$ cat config.mk
export PLATFORM = sky130hd
export DESIGN_NAME = int_to_dec
export DESIGN_NICKNAME = d
export VERILOG_FILES = /design/src/rtl/int_to_dec.sv
export SDC_FILE = /design/constraint.sdc
export NUM_CORES = 1
export LEC_CHECK = 0
export CORE_ASPECT_RATIO = 1.1
export CORE_MARGIN = 8
export CORE_UTILIZATION = 60
export DETAILED_ROUTE_END_ITERATION = 10
export GPL_TIMING_DRIVEN = 0
export MAX_ROUTING_LAYER = met4
export PLACE_DENSITY = 0.83
export SYNTH_ARGS = -nofsm -noshare
export SYNTH_HDL_FRONTEND = slang
export SYNTH_SLANG_ARGS = --single-unit
$ cat constraint.sdc
create_clock -name clk -period 39.8 [get_ports clk]
set_clock_uncertainty 0.1 [all_clocks]
set_input_delay 5.97 -clock clk [delete_from_list [all_inputs] [get_ports clk]]
set_output_delay 5.97 -clock clk [all_outputs]
set_load 0.1 [all_outputs]
$ cat src/rtl/int_to_dec.sv
// Iterative integer-to-BCD converter: one divide-by-10 step per cycle, digit 0 first.
// Define INT_TO_DEC_SIGNED_EN for two's-complement input; the default build is unsigned.

`ifndef INT_BITS
`define INT_BITS 32
`endif

module int_to_dec_div10 #(
  parameter int W = 32
) (
  input  logic [W-1:0] x_i,
  output logic [W-1:0] quo_o,
  output logic [3:0]   rem_o
);
  logic [4:0]   r;
  logic [W-1:0] q;

  // Restoring long division by a constant: the partial remainder never exceeds 19.
  always_comb begin
    r = '0;
    q = '0;
    for (int i = W - 1; i >= 0; i--) begin
      r = {r[3:0], x_i[i]};
      if (r >= 5'd10) begin
        r    = r - 5'd10;
        q[i] = 1'b1;
      end
    end
    quo_o = q;
    rem_o = r[3:0];
  end
endmodule

module int_to_dec #(
  parameter int DIGITS = 10
) (
  input  logic                         clk,
  input  logic                         reset,
  input  logic                         in_valid,
  output logic                         in_ready,
  input  logic [`INT_BITS-1:0]         value,
  output logic                         out_valid,
  input  logic                         out_ready,
  output logic [4*DIGITS-1:0]          digits,
  output logic [$clog2(DIGITS+1)-1:0]  num_digits,
  output logic                         overflow,
  output logic                         negative,
  output logic [1:0]                   dbg_state
);
  localparam int IB  = `INT_BITS;
  localparam int NDW = $clog2(DIGITS + 1);
  localparam logic [NDW-1:0] LAST_IDX = NDW'(DIGITS - 1);

  typedef enum logic [1:0] {
    IDLE    = 2'd0,
    CONVERT = 2'd1,
    DONE    = 2'd2
  } state_t;

  state_t             state_q;
  logic [IB-1:0]      work_q;
  logic [NDW-1:0]     idx_q;
  logic [4*DIGITS-1:0] digits_q;
  logic [NDW-1:0]     ndig_q;
  logic               ovf_q;
  logic               in_ready_q;
  logic               out_valid_q;

  logic [IB-1:0]      mag_d;
  logic [IB-1:0]      quo_d;
  logic [3:0]         rem_d;

`ifdef INT_TO_DEC_SIGNED_EN
  logic neg_d;
  logic neg_q;

  // Unsigned negation keeps the most negative value exact as a magnitude.
  assign neg_d = value[IB-1];
  assign mag_d = neg_d ? (~value + IB'(1)) : value;

  always_ff @(posedge clk) begin
    if (reset) begin
      neg_q <= 1'b0;
    end else if (state_q == IDLE && in_valid) begin
      neg_q <= neg_d;
    end
  end

  assign negative = neg_q;
`else
  assign mag_d    = value;
  assign negative = 1'b0;
`endif

  int_to_dec_div10 #(.W(IB)) u_div10 (
    .x_i   (work_q),
    .quo_o (quo_d),
    .rem_o (rem_d)
  );

  // Handshakes: a request transfers on an edge where in_valid && in_ready, a result
  // transfers on an edge where out_valid && out_ready; both flags are registered and
  // each is high only in its own state, so at most one conversion is ever in flight.
  always_ff @(posedge clk) begin
    if (reset) begin
      state_q     <= IDLE;
      work_q      <= '0;
      idx_q       <= '0;
      digits_q    <= '0;
      ndig_q      <= '0;
      ovf_q       <= 1'b0;
      in_ready_q  <= 1'b1;
      out_valid_q <= 1'b0;
    end else begin
      case (state_q)
        IDLE: begin
          if (in_valid) begin
            work_q     <= mag_d;
            idx_q      <= '0;
            digits_q   <= '0;
            ndig_q     <= '0;
            ovf_q      <= 1'b0;
            in_ready_q <= 1'b0;
            state_q    <= CONVERT;
          end
        end
        CONVERT: begin
          for (int s = 0; s < DIGITS; s++) begin
            if (idx_q == NDW'(s)) begin
              digits_q[4*s +: 4] <= rem_d;
            end
          end
          work_q <= quo_d;
          idx_q  <= idx_q + 1'b1;
          // A nonzero quotient at the last slot means higher digits are dropped.
          if (quo_d == '0 || idx_q == LAST_IDX) begin
            ndig_q      <= idx_q + 1'b1;
            ovf_q       <= (quo_d != '0);
            out_valid_q <= 1'b1;
            state_q     <= DONE;
          end
        end
        DONE: begin
          if (out_ready) begin
            out_valid_q <= 1'b0;
            in_ready_q  <= 1'b1;
            state_q     <= IDLE;
          end
        end
        default: begin
          out_valid_q <= 1'b0;
          in_ready_q  <= 1'b1;
          state_q     <= IDLE;
        end
      endcase
    end
  end

  assign in_ready   = in_ready_q;
  assign out_valid  = out_valid_q;
  assign digits     = digits_q;
  assign num_digits = ndig_q;
  assign overflow   = ovf_q;
  assign dbg_state  = state_q;
endmodule

# ---- Yosys cells after proc, flatten, opt, wreduce, memory -nomap -nowiden
# Index checks and enable logic that the tools add are counted.
dict set report totals {
  rom_bits 0
  memories 0
  in_bits 36
  ramBits 0
  register_bits 85
  latchBits 0
}
dict set report classes {
  n_bitwise 2
  mul 0
  reduce_logical 21
  shifts 0
  muxes 88
  eq_ne 24
  div_mod_pow 0
  n_lt_le_gt_ge 29
  n_addsub 30
}
# cell n
set op_table {}
lappend op_table {{$mux W4} 41}
lappend op_table {{$ge A5 B4 Y1 const B} 28}
lappend op_table {{$sub A4 B4 Y4 const B} 29}
lappend op_table {{$pmux W40 S2} 1}
lappend op_table {{$pmux W32 S2} 1}
lappend op_table {{$reduce_and A3 Y1} 14}
lappend op_table {{$mux W40} 1}
lappend op_table {{$mux W1} 34}
lappend op_table {{$logic_not A32 Y1} 1}
lappend op_table {{$mux W32} 1}
lappend op_table {{$reduce_bool A32 Y1} 1}
lappend op_table {{$ne A2 B2 Y1 const B} 13}
lappend op_table {{$eq A4 B3 Y1 const B} 4}
lappend op_table {{$pmux W4 S2} 2}
lappend op_table {{$eq A4 B2 Y1 const B} 2}
lappend op_table {{$eq A4 B4 Y1 const B} 2}
lappend op_table {{$mux W2} 3}
lappend op_table {{$pmux W1 S3} 2}
lappend op_table {{$pmux W2 S3} 1}
lappend op_table {{$add A4 B1 Y4 const B} 1}
lappend op_table {{$eq A4 B1 Y1 const B} 1}
lappend op_table {{$ge A4 B4 Y1 const B} 1}
lappend op_table {{$logic_not A4 Y1} 1}
lappend op_table {{$eq A2 B1 Y1 const B} 1}
lappend op_table {{7 further kinds} 8}

# ---- Longest topological paths before layout
# Gate-level depths: netlist of the first run.
dict set report logic_depth {
  depth_word 62
  ltp_mapped 171
  depth_no_buf 163
}

# ---- Hierarchy
# From an unflattened synthesis of the first run, not the netlist that was laid out.
dict set report hier_totals {
  cells_unflattened 1269
  hier_area_um2 9230.1
}
# mod area_per_inst_um2 n_inst cells_each
set by_module_without_submodules {}
lappend by_module_without_submodules {int_to_dec_div10 5256.3 1 770}
lappend by_module_without_submodules {int_to_dec 3973.8 1 499}

# ---- Worst setup path after synthesis of the first run
# No wires, ideal clock.
dict set report synth_path {
  path_kind {reg-to-reg}
  startpoint {register work_q[29]}
  endpoint {register ndig_q[2], in the netlist num_digits[2]}
  setup_ns 0.070
  stages_incl_launch_ff 161
  t_required_ns 39.630
  synth_period_minus_slack_ns 28.296
  path_slack_ns 11.504
  t_arrival_ns 28.126
  path_buffers 9
  path_cell_list {dfxtp_1 -> buf_4 -> and3b_1 -> or2_4 -> clkinv_2 -> ha_1 -> a21o_1 -> and2_1 -> buf_2 -> nor2_1 -> nor2_1 -> ha_1 -> inv_1 -> a311o_1 -> o21ai_0 -> ha_1 -> nor2_1 -> a32o_1 -> [... 125 more ...] -> o22a_1 -> ha_1 -> o31ai_1 -> a311oi_1 -> o21ai_1 -> xnor2_1 -> inv_1 -> ha_1 -> clkbuf_1 -> o21a_1 -> a311oi_1 -> a211o_1 -> ha_1 -> o21ai_0 -> nor3_1 -> o21a_1 -> mux2_1 -> a21oi_1}
}
dict set report synth_via {
  elab_chain_len 62
}
# element line_no
set synth_rtl {}
lappend synth_rtl {{start, declared} 61} ;# logic [IB-1:0] work_q;
lappend synth_rtl {{start signal, assigned} 118} ;# work_q <= mag_d;
lappend synth_rtl {{start signal, assigned} 133} ;# work_q <= quo_d;
lappend synth_rtl {{$sub A4 B4 Y4 / $ge A4 B4 Y1 (equally long branches)} {25, 24}}
lappend synth_rtl {{$mux W4} 24} ;# if (r >= 5'd10) begin
lappend synth_rtl {{$sub A4 B4 Y4 / $ge A5 B4 Y1 (equally long branches)} {25, 24}}
lappend synth_rtl {{$mux W4} 24}
lappend synth_rtl {{$sub A4 B4 Y4 / $ge A5 B4 Y1 (equally long branches)} {25, 24}}
lappend synth_rtl {{$mux W4} 24}
lappend synth_rtl {{$ge A5 B4 Y1 / $sub A4 B4 Y4 (equally long branches)} {24, 25}}
lappend synth_rtl {{$mux W4} 24}
lappend synth_rtl {{[... 46 more ...]} n/a}
lappend synth_rtl {{$ge A5 B4 Y1 / $sub A4 B4 Y4 (equally long branches)} {24, 25}}
lappend synth_rtl {{$mux W4} 24}
lappend synth_rtl {{$ge A5 B4 Y1} 24}
lappend synth_rtl {{$mux W1} 24}
lappend synth_rtl {{$logic_not A32 Y1 (*)} 136} ;# if (quo_d == '0 || idx_q == LAST_IDX) begin
lappend synth_rtl {{$logic_or A1 B1 Y1 (*)} 136}
lappend synth_rtl {{$ne A2 B2 Y1 (no source line) (*)} n/a}
lappend synth_rtl {{$reduce_and A3 Y1 (no source line) (*)} n/a}
lappend synth_rtl {{end signal, assigned} 137} ;# ndig_q <= idx_q + 1'b1;
lappend synth_rtl {{end, declared} 64} ;# logic [NDW-1:0] ndig_q;
# Every way passes the cells marked *; elsewhere a longest branch is shown, timed or not.
# A chain may end at the register's enable or synchronous reset.

# ---- Worst setup path after layout of the first run
dict set report layout_path {
  startpoint {register work_q[29]}
  endpoint {register ndig_q[3], in the netlist num_digits[3]}
}
# Same word-level chain as after synthesis.

==> results.sh, run 1 <==
export IMPL_reg2reg_to="num_digits[3]"
export IMPL_synth_edff_count=0
export IMPL_cp_common_cell="sky130_fd_sc_hd__ha_1"
export IMPL_rr_worst_depth=165
export IMPL_ioPinCount=86
export IMPL_yosys_top_cells_area="sky130_fd_sc_hd__dfxtp_1 19%, sky130_fd_sc_hd__a21oi_1 5.4%, sky130_fd_sc_hd__nor2_1 4.7%"
export IMPL_min_path_cells=2
export IMPL_postCtsResizedCells=0
export IMPL_place_congestion=0.9520
export IMPL_post_dp_hpwl_mm=21.81
export IMPL_mostFrequentLayoutCell="sky130_fd_sc_hd__nor2_1"
export IMPL_die_y_um=145.7
export IMPL_tritoncts_sink_count=85
export IMPL_worst_path_max_delay_cell="sky130_fd_sc_hd__a2111oi_1"
export IMPL_initialDrtViolationCount=1019
export IMPL_nets=1397
export IMPL_synth_area_leader_cell="sky130_fd_sc_hd__dfxtp_1"
export IMPL_setup_viol_count_final=0
export IMPL_finalWorstPathRequiredPeriod_ns=34.53
export IMPL_synth_warn=0
export IMPL_die_area_mm2=0.01950
export IMPL_postLayoutCoreUtil_pct=70.37
export IMPL_total_number_of_vias=10470
export IMPL_max_clock_path_buffers=2
export IMPL_top_library_cells_by_usage_in_the_layout_fill_and_taps_aside="116 x sky130_fd_sc_hd__nor2_1, 112 x sky130_fd_sc_hd__nand2_1, 99 x sky130_fd_sc_hd__a21oi_1"
export IMPL_grt_pass1_vias=9701
export IMPL_max_cap_violations=0
export IMPL_area_delta_synth_final_pct=15.09
export IMPL_floorplan_initialDensity_pct=61.14
export IMPL_fp_coreArea_mm2=0.01500
export IMPL_drc=0
export IMPL_critical_path_reg2reg_startpoint="work_q[29]"
export IMPL_clock_fmax_ghz=0.02896
export IMPL_grt_antenna_before_repair=0
export IMPL_ff_latch_area_mm2=0.001702
export IMPL_net_count_after_synthesis=1303
export IMPL_critical_path_max_stage_delay_ns=0.50
export IMPL_kind_of_start_point_of_the_critical_path="register"
export IMPL_yosys_cell_types_count=122
export IMPL_route_detailed_vias_per_inst=6.847
export IMPL_drt_pass1_iter_count=5
export IMPL_timing_setup_tns_ns=0
export IMPL_seq_area_frac_synth_pct=18.56
export IMPL_async_reset_ff_share_pct=0
export IMPL_wl_met2_mm=13.32
export IMPL_cts_root_buf="sky130_fd_sc_hd__clkbuf_16"
export IMPL_drt_wl_total_mm=28.85
export IMPL_wl_met3_mm=2.049
export IMPL_grt_setup_unrepaired="no"
export IMPL_worst_ep_arrival_time_ns=34.65
export IMPL_slew_violations=0
export IMPL_timing_setup_critical_path_class="reg2reg"
export IMPL_tritoncts_clock_tree="built"
export IMPL_grt_start_max_net_pins=16
export IMPL_grt_pass1_wl_mm=47.11
export IMPL_worst_slew_pin_transition_ns=1.045
export IMPL_chipWidth_um=133.9
export IMPL_global_route_total_usage_across_every_layer_pct=28.93
export IMPL_core_rowCount=47
export IMPL_yosys_register_bits=85
export IMPL_congestion_overflow_gr=0
export IMPL_outcome="finished clean"
export IMPL_topRoutingLayerUsed="met4"
export IMPL_multiInputGateArea_mm2=0.006860
export IMPL_critical_path_required_ns=39.92
export IMPL_avgSynthCellArea_um2=7.430
export IMPL_port_buffers=83
export IMPL_ant_nets=0
export IMPL_n_antenna_cell=0
export IMPL_slew_limit_headroom_pct=30.13
export IMPL_drive_above_1_share_pct=9.602
export IMPL_fillers=1291
export IMPL_holdCritStartpoint="digits[7]"
export IMPL_final_critical_path_share_of_the_clock_period_pct=86.75
export IMPL_cts_hold_buffers_added=0
export IMPL_postSynth_topFlopCell="sky130_fd_sc_hd__dfxtp_1"
export IMPL_clk_latency_ns=0.34
export IMPL_netlist_area_mm2=0.009169
export IMPL_clk_pin_slew_ns=0.07
export IMPL_min_delay_path_class="reg2reg"
export IMPL_detail_route_wl_per_cell_um=18.87
export IMPL_cts_setup_buffers=0
export IMPL_reg2reg_slack_ns=5.27
export IMPL_htreeDepth=3
export IMPL_hold_viol_final=0
export IMPL_critPathCaptureType="register"
export IMPL_cp_max_fo=10
export IMPL_synthDominantCellAreaShare_pct=18.56
export IMPL_hold_path_endpoint="digits[7]"
export IMPL_wl_met1_mm=12.51
export IMPL_cts_made_buffers=9
export IMPL_synthesized_instance_count=1234
-- layout make-up --
cell class	count	area share, %
multi-input cells	1004	65.01
flip-flops and latches	85	16.13
repair buffers	83	7.873
inverters	81	2.893
plain buffers	64	2.857
well taps	196	2.324
clock buffers	10	2.265
clock inverters	6	0.6521
-- logic make-up after synthesis --
group                      synth area share (%)
and+or+nand+nor                           23.66
DFF                                       18.56
muxes                                     3.493
buffers and inverters                     6.618
xor gates and xnor gates                 0.3822
adders and majority gates                 4.503
other                                   0.04090
AOI/OAI and AO/OA                         42.74
-- synthesized netlist by cell type, types with 11 or more instances --
library cell,number
sky130_fd_sc_hd__a211oi_1,25
sky130_fd_sc_hd__a21o_1,14
sky130_fd_sc_hd__a21oi_1,99
sky130_fd_sc_hd__a311oi_1,11
sky130_fd_sc_hd__a31oi_1,16
sky130_fd_sc_hd__and2_1,15
sky130_fd_sc_hd__clkbuf_1,51
sky130_fd_sc_hd__dfxtp_1,85
sky130_fd_sc_hd__ha_1,33
sky130_fd_sc_hd__inv_1,71
sky130_fd_sc_hd__mux2i_1,14
sky130_fd_sc_hd__nand2_1,112
sky130_fd_sc_hd__nand3_1,62
sky130_fd_sc_hd__nand4_1,17
sky130_fd_sc_hd__nor2_1,116
sky130_fd_sc_hd__nor3_1,29
sky130_fd_sc_hd__nor4_1,18
sky130_fd_sc_hd__o211ai_1,17
sky130_fd_sc_hd__o21a_1,11
sky130_fd_sc_hd__o21ai_0,57
sky130_fd_sc_hd__o21ai_1,28
sky130_fd_sc_hd__o221ai_1,14
sky130_fd_sc_hd__o22a_1,15
sky130_fd_sc_hd__o31ai_1,16
-- worst max path at each step --
stage               startpoint       endpoint  slack, ns  cells past startpoint
global route        work_q[29]  num_digits[3]       2.47                    166
floorplan           work_q[29]  num_digits[2]      11.50                    160
global placement    work_q[29]  num_digits[3]       6.66                    166
detailed placement  work_q[29]  num_digits[3]       6.46                    165
CTS                 work_q[29]  num_digits[3]       6.10                    165
finish              work_q[29]  num_digits[3]       5.27                    165
-- worst max-delay path: cells and delay by family, from the launching register on --
kind | cells | cell delay [ns]
mux | 2 | 0.40
buf+inv | 34 | 5.13
flops | 1 | 0.32
fa+ha+maj | 27 | 7.06
xor+xnor | 2 | 0.61
compound gates | 69 | 15.42
simple gates | 31 | 5.27
-- sequential cells by signal, summed over array words and instances, names as in the netlist --
register / count
work_q: 32
dbg_state: 2
num_digits: 4
overflow: 1
idx_q: 4
in_ready: 1
digits: 40
out_valid: 1
-- through the flow --
stage,worst slack [ns],hold WS (ns),cells,area (um2)
after floorplan,11.50,0.3736,1234,9169
after global placement,6.660,0.3473,1513,10240
after detailed placement,6.464,0.3563,1513,10240
after CTS,6.095,0.3676,1529,10550
after global routing,2.472,0.3852,1529,10550
final,5.272,0.3639,1529,10550
-- metal layers --
layer / track usage [%] / vias to the layer above
met5: - / -
met1: 35.98 / 4940
met3: 3.695 / 81
met4: 12.20 / 0
met2: 46.21 / 502
li1: - / 4946
Power of run 1 is left out: the tool's default activity adds up to more than one toggle a clock period on the data nets, which glitch-free logic cannot reach.
==> run 2: changes to the inputs <==
CORE_UTILIZATION = 59   (was 60)
PLACE_DENSITY = 0.82   (was 0.83)
clock period = 34.5 ns   (was 39.8 ns; I/O delays follow)
==> run 2 against run 1 <==
  * Sequential share of layout area decreased by 0.29 points
  * Design area rose by 1.8%
  * Non-clock buffer count rose by 1
  * Final cell count up 0.33%
  * Flip-flop and latch count unchanged
  * Critical path depth grew 3
  * Global-route usage shrank 0.22 points
  * Maximum frequency is 7.3% higher
  * Via count up 0.32%
  * Routed wire length up 1.7%
  * Worst setup slack worse by 2.9 ns
  * First-iteration DRC count fell by 0.79%
==> results.sh, run 2 (synthesis gave the netlist of run 1 again) <==
export IMPL_drt_wl_total_mm=29.34
export IMPL_cts_root_buf="sky130_fd_sc_hd__clkbuf_16"
export IMPL_drc=0
export IMPL_place_congestion=0.9556
export IMPL_slew_violations=0
export IMPL_port_buffers=83
export IMPL_n_antenna_cell=0
export IMPL_reg2reg_slack_ns=2.33
export IMPL_placement_cell_area_mm2=0.01025
export IMPL_die_y_um=146.7
export IMPL_tritoncts_clock_tree="built"
export IMPL_area_delta_synth_final_pct=17.21
export IMPL_total_number_of_vias=10500
export IMPL_route_detailed_vias_per_inst=6.846
export IMPL_grt_pass1_wl_mm=47.06
export IMPL_initialDrtViolationCount=1011
export IMPL_htreeDepth=3
export IMPL_post_route_cell_area_mm2=0.01075
export IMPL_max_cap_violations=0
export IMPL_global_route_total_usage_across_every_layer_pct=28.71
export IMPL_slew_limit_headroom_pct=30.63
export IMPL_finalHoldWorstSlack_ns=0.3601
export IMPL_clk_latency_ns=0.35
export IMPL_cp_max_fo=10
export IMPL_clk_pin_slew_ns=0.07
export IMPL_chipWidth_um=134.9
export IMPL_post_dp_hpwl_mm=21.82
export IMPL_core_rowCount=48
export IMPL_number_of_instances_in_the_placed_design=1517
export IMPL_critical_path_required_ns=34.65
export IMPL_final_critical_path_share_of_the_clock_period_pct=93.25
export IMPL_worst_slew_pin_transition_ns=1.037
export IMPL_die_area_mm2=0.01979
export IMPL_critPathTopFamily="compound AO/OA/AOI/OAI gates"
export IMPL_number_of_flip_flops_under_the_largest_register_name=40
export IMPL_ant_nets=0
export IMPL_hold_viol_final=0
export IMPL_cp_common_cell="sky130_fd_sc_hd__inv_1"
export IMPL_min_delay_path_class="reg2reg"
export IMPL_fp_coreArea_mm2=0.01543
export IMPL_worst_ep_arrival_time_ns=32.32
export IMPL_worst_path_max_delay_cell="sky130_fd_sc_hd__a2111oi_2"
export IMPL_grt_pass1_vias=9832
export IMPL_drt_pass1_iter_count=6
export IMPL_detail_route_wl_per_cell_um=19.13
export IMPL_cts_made_buffers=9
export IMPL_tritoncts_sink_count=85
export IMPL_finalWorstPathRequiredPeriod_ns=32.17
export IMPL_setup_viol_count_final=0
export IMPL_nets=1398
export IMPL_instances_no_fill=1534
export IMPL_critical_path_max_stage_delay_ns=0.38
export IMPL_floorplan_initialDensity_pct=59.40
export IMPL_drive_above_1_share_pct=12.07
export IMPL_grt_start_max_net_pins=17
export IMPL_max_clock_path_buffers=2
export IMPL_top_library_cells_by_usage_in_the_layout_fill_and_taps_aside="116 x sky130_fd_sc_hd__nor2_1, 112 x sky130_fd_sc_hd__nand2_1, 97 x sky130_fd_sc_hd__a21oi_1"
export IMPL_post_route_worst_setup_slack_ns=2.330
export IMPL_mostFrequentLayoutCell="sky130_fd_sc_hd__nor2_1"
export IMPL_detailedPlace_worstSlack_ns=0.8241
export IMPL_grt_antenna_before_repair=0
export IMPL_congestion_overflow_gr=0
export IMPL_critPathBufInv=35
export IMPL_critPathCaptureType="register"
export IMPL_ioPinCount=86
export IMPL_timing_setup_critical_path_class="reg2reg"
export IMPL_clock_fmax_ghz=0.03108
export IMPL_kind_of_start_point_of_the_critical_path="register"
export IMPL_cts_hold_buffers_added=0
export IMPL_outcome="finished clean"
-- run 2: path summary, 6_finish.rpt --
path,from,endpoint,cells after the start
worst min-delay path,digits[37],digits[37],2
worst max-delay path,work_q[29],num_digits[3],168
worst min register to register,digits[37],digits[37],2
worst max register to register,work_q[29],num_digits[3],168
-- run 2: per-layer routing --
metal	wire length, um	track usage, %	vias up
li1	-	-	4967
met1	12430	34.50	4930
met2	13640	46.33	501
met3	2166	4.986	104
met4	1103	12.20	0
met5	0	-	-
-- run 2: layout make-up --
cell class | instances | area, um2
clock inverter | 7 | 83.83
inverter | 81 | 305.3
fill | 1298 | 4688
clock buffer | 9 | 225.2
tap | 200 | 250.2
buffer | 63 | 300.3
timing repair buffer | 85 | 845.8
multi-input combinational | 1004 | 7034
sequential | 85 | 1702
-- run 2: through the flow --
step	utilization, %	TNS (ns)
2_1_floorplan	-	0
3_3_place_gp	66.41	0
3_5_place_dp	66.41	0
4_1_cts	68.41	0
5_1_grt	69.63	-5.146
6_report	69.63	0
-- run 2: worst register-to-register path: cells and delay by family (launching register included) --
family                   cells  cell delay, ns
XOR/XNOR                     2            0.56
flip-flops                   1            0.32
AND/OR/NAND/NOR             31            4.64
multiplexers                 2            0.43
AO/OA/AOI/OAI               71           14.43
adder cells (fa/ha/maj)     27            6.92
buffers and inverters       35            4.66
-- run 2: timing repair --
item                                    4_1_cts  5_1_grt
endpoints found under the setup margin        0       41
setup buffers                                 0        2
gates resized for setup                       0       37
Power of run 2 is left out for the same reason.
==> run 3: changes to the inputs <==
CORE_UTILIZATION = 60   (was 59)
PLACE_DENSITY = 0.83   (was 0.82)
==> run 3 against run 2 <==
  * Die area shrank 1.5%
  * Count of clock-buffer cells in the layout grew 1
  * Design area shrank 0.40%
  * Non-clock buffer count increased by 1
  * Sequential share of layout area rose by 0.063 points
  * Worst setup slack worse by 0.019 ns
  * Routed wire length down 1.0%
  * Core utilization up 1.8 points
  * Largest cell class unchanged
  * Hold slack better by 0.0033 ns
==> results.sh, run 3 (synthesis gave the netlist of run 1 again) <==
export IMPL_outcome="finished clean"
export IMPL_drive_above_1_share_pct=11.84
export IMPL_worst_ep_arrival_time_ns=32.31
export IMPL_total_number_of_vias=10530
export IMPL_htreeDepth=3
export IMPL_port_buffers=83
export IMPL_clock_fmax_ghz=0.03107
export IMPL_finalWorstPathRequiredPeriod_ns=32.19
export IMPL_floorplan_initialDensity_pct=61.14
export IMPL_ioPinCount=86
export IMPL_cts_root_buf="sky130_fd_sc_hd__clkbuf_16"
export IMPL_worst_path_max_delay_cell="sky130_fd_sc_hd__o32ai_1"
export IMPL_number_of_instances_in_the_placed_design=1513
export IMPL_chipWidth_um=133.9
export IMPL_grt_antenna_before_repair=0
export IMPL_timing_setup_tns_ns=0
export IMPL_congestion_overflow_gr=0
export IMPL_grt_pass1_wl_mm=47.11
export IMPL_grt_pass1_vias=9701
export IMPL_min_delay_path_class="reg2reg"
export IMPL_number_of_flip_flops_under_the_largest_register_name=40
export IMPL_mostFrequentLayoutCell="sky130_fd_sc_hd__nor2_1"
export IMPL_area_delta_synth_final_pct=16.74
export IMPL_n_antenna_cell=0
export IMPL_setup_viol_count_final=0
export IMPL_global_route_total_usage_across_every_layer_pct=28.93
export IMPL_cts_made_buffers=9
export IMPL_max_cap_violations=0
export IMPL_initialDrtViolationCount=949
export IMPL_slew_violations=0
export IMPL_route_detailed_vias_per_inst=6.880
export IMPL_post_dp_hpwl_mm=21.81
export IMPL_critical_path_max_stage_delay_ns=0.45
export IMPL_detailedPlace_worstSlack_ns=1.164
export IMPL_detail_route_wl_per_cell_um=18.97
export IMPL_slew_limit_headroom_pct=29.17
export IMPL_kind_of_start_point_of_the_critical_path="register"
export IMPL_postLayoutCoreUtil_pct=71.38
export IMPL_critical_path_required_ns=34.62
export IMPL_clk_latency_ns=0.34
export IMPL_drt_wl_total_mm=29.04
export IMPL_clk_pin_slew_ns=0.07
export IMPL_core_rowCount=47
export IMPL_critPathCaptureType="register"
export IMPL_die_y_um=145.7
export IMPL_max_clock_path_buffers=2
export IMPL_cp_common_cell="sky130_fd_sc_hd__inv_1"
export IMPL_nets=1399
export IMPL_hold_viol_final=0
export IMPL_cp_max_fo=10
export IMPL_place_congestion=0.9520
export IMPL_fp_coreArea_mm2=0.01500
export IMPL_instances_no_fill=1531
export IMPL_worst_slew_pin_transition_ns=1.059
export IMPL_cts_hold_buffers_added=0
export IMPL_timing_setup_critical_path_class="reg2reg"
export IMPL_tritoncts_clock_tree="built"
export IMPL_tritoncts_sink_count=85
export IMPL_top_library_cells_by_usage_in_the_layout_fill_and_taps_aside="116 x sky130_fd_sc_hd__nor2_1, 112 x sky130_fd_sc_hd__nand2_1, 96 x sky130_fd_sc_hd__a21oi_1"
export IMPL_grt_start_max_net_pins=16
export IMPL_drt_pass1_iter_count=5
export IMPL_die_area_mm2=0.01950
export IMPL_post_route_worst_setup_slack_ns=2.310
export IMPL_drc=0
export IMPL_ant_nets=0
export IMPL_final_critical_path_share_of_the_clock_period_pct=93.30
export IMPL_grt_setup_unrepaired="no"
export IMPL_fillers=1266
## run 3: cell type report
type | count | area, um2 | area share, %
Multi-Input combinational cell | 1004 | 6990 | 65.31
Sequential cell | 85 | 1702 | 15.90
Timing Repair Buffer | 86 | 853.3 | 7.972
Inverter | 81 | 305.3 | 2.852
Buffer | 63 | 300.3 | 2.805
Tap cell | 196 | 245.2 | 2.291
Clock buffer | 10 | 239.0 | 2.233
Clock inverter | 6 | 68.82 | 0.6429
## run 3: critical path: cells and delay by family, from the launching register on
| kind | cells | cell delay [ns] |
|---|---|---|
| xor+xnor | 2 | 0.53 |
| compound gates | 69 | 14.24 |
| flops | 1 | 0.32 |
| mux | 2 | 0.41 |
| buf+inv | 34 | 4.62 |
| fa+ha+maj | 27 | 6.76 |
| simple gates | 31 | 5.03 |
## run 3: final timing paths
path,depth (start not counted),slack [ns],start,to
worst max-delay path,165,2.31,work_q[29],num_digits[3]
worst min-delay path,2,0.36,digits[7],digits[7]
worst max register to register,165,2.31,work_q[29],num_digits[3]
worst min register to register,2,0.36,digits[7],digits[7]
## run 3: metal layers
| layer | part of all wire (%) | vias to the layer above | track usage, % |
|---|---|---|---|
| met5 | 0 | - | - |
| met1 | 43 | 4972 | 35.98 |
| met4 | 3.3 | 0 | 12.20 |
| met3 | 7.2 | 79 | 3.695 |
| met2 | 46 | 525 | 46.21 |
| li1 | - | 4957 | - |
## run 3: per-stage QoR
stage,cell area (um2),hold slack (ns)
2_1_floorplan,9169,0.3736
6_report,10700,0.3634
4_1_cts,10550,0.3676
3_5_place_dp,10240,0.3563
3_3_place_gp,10240,0.3473
5_1_grt,10700,0.3852
## run 3: what timing repair did
action / 4_1_cts / 5_1_grt
hold endpoints to repair: 0 / 0
resized for setup: 0 / 31
endpoints found under the setup margin: 0 / 40
buffers inserted: 0 / 3
Power of run 3 is left out for the same reason.
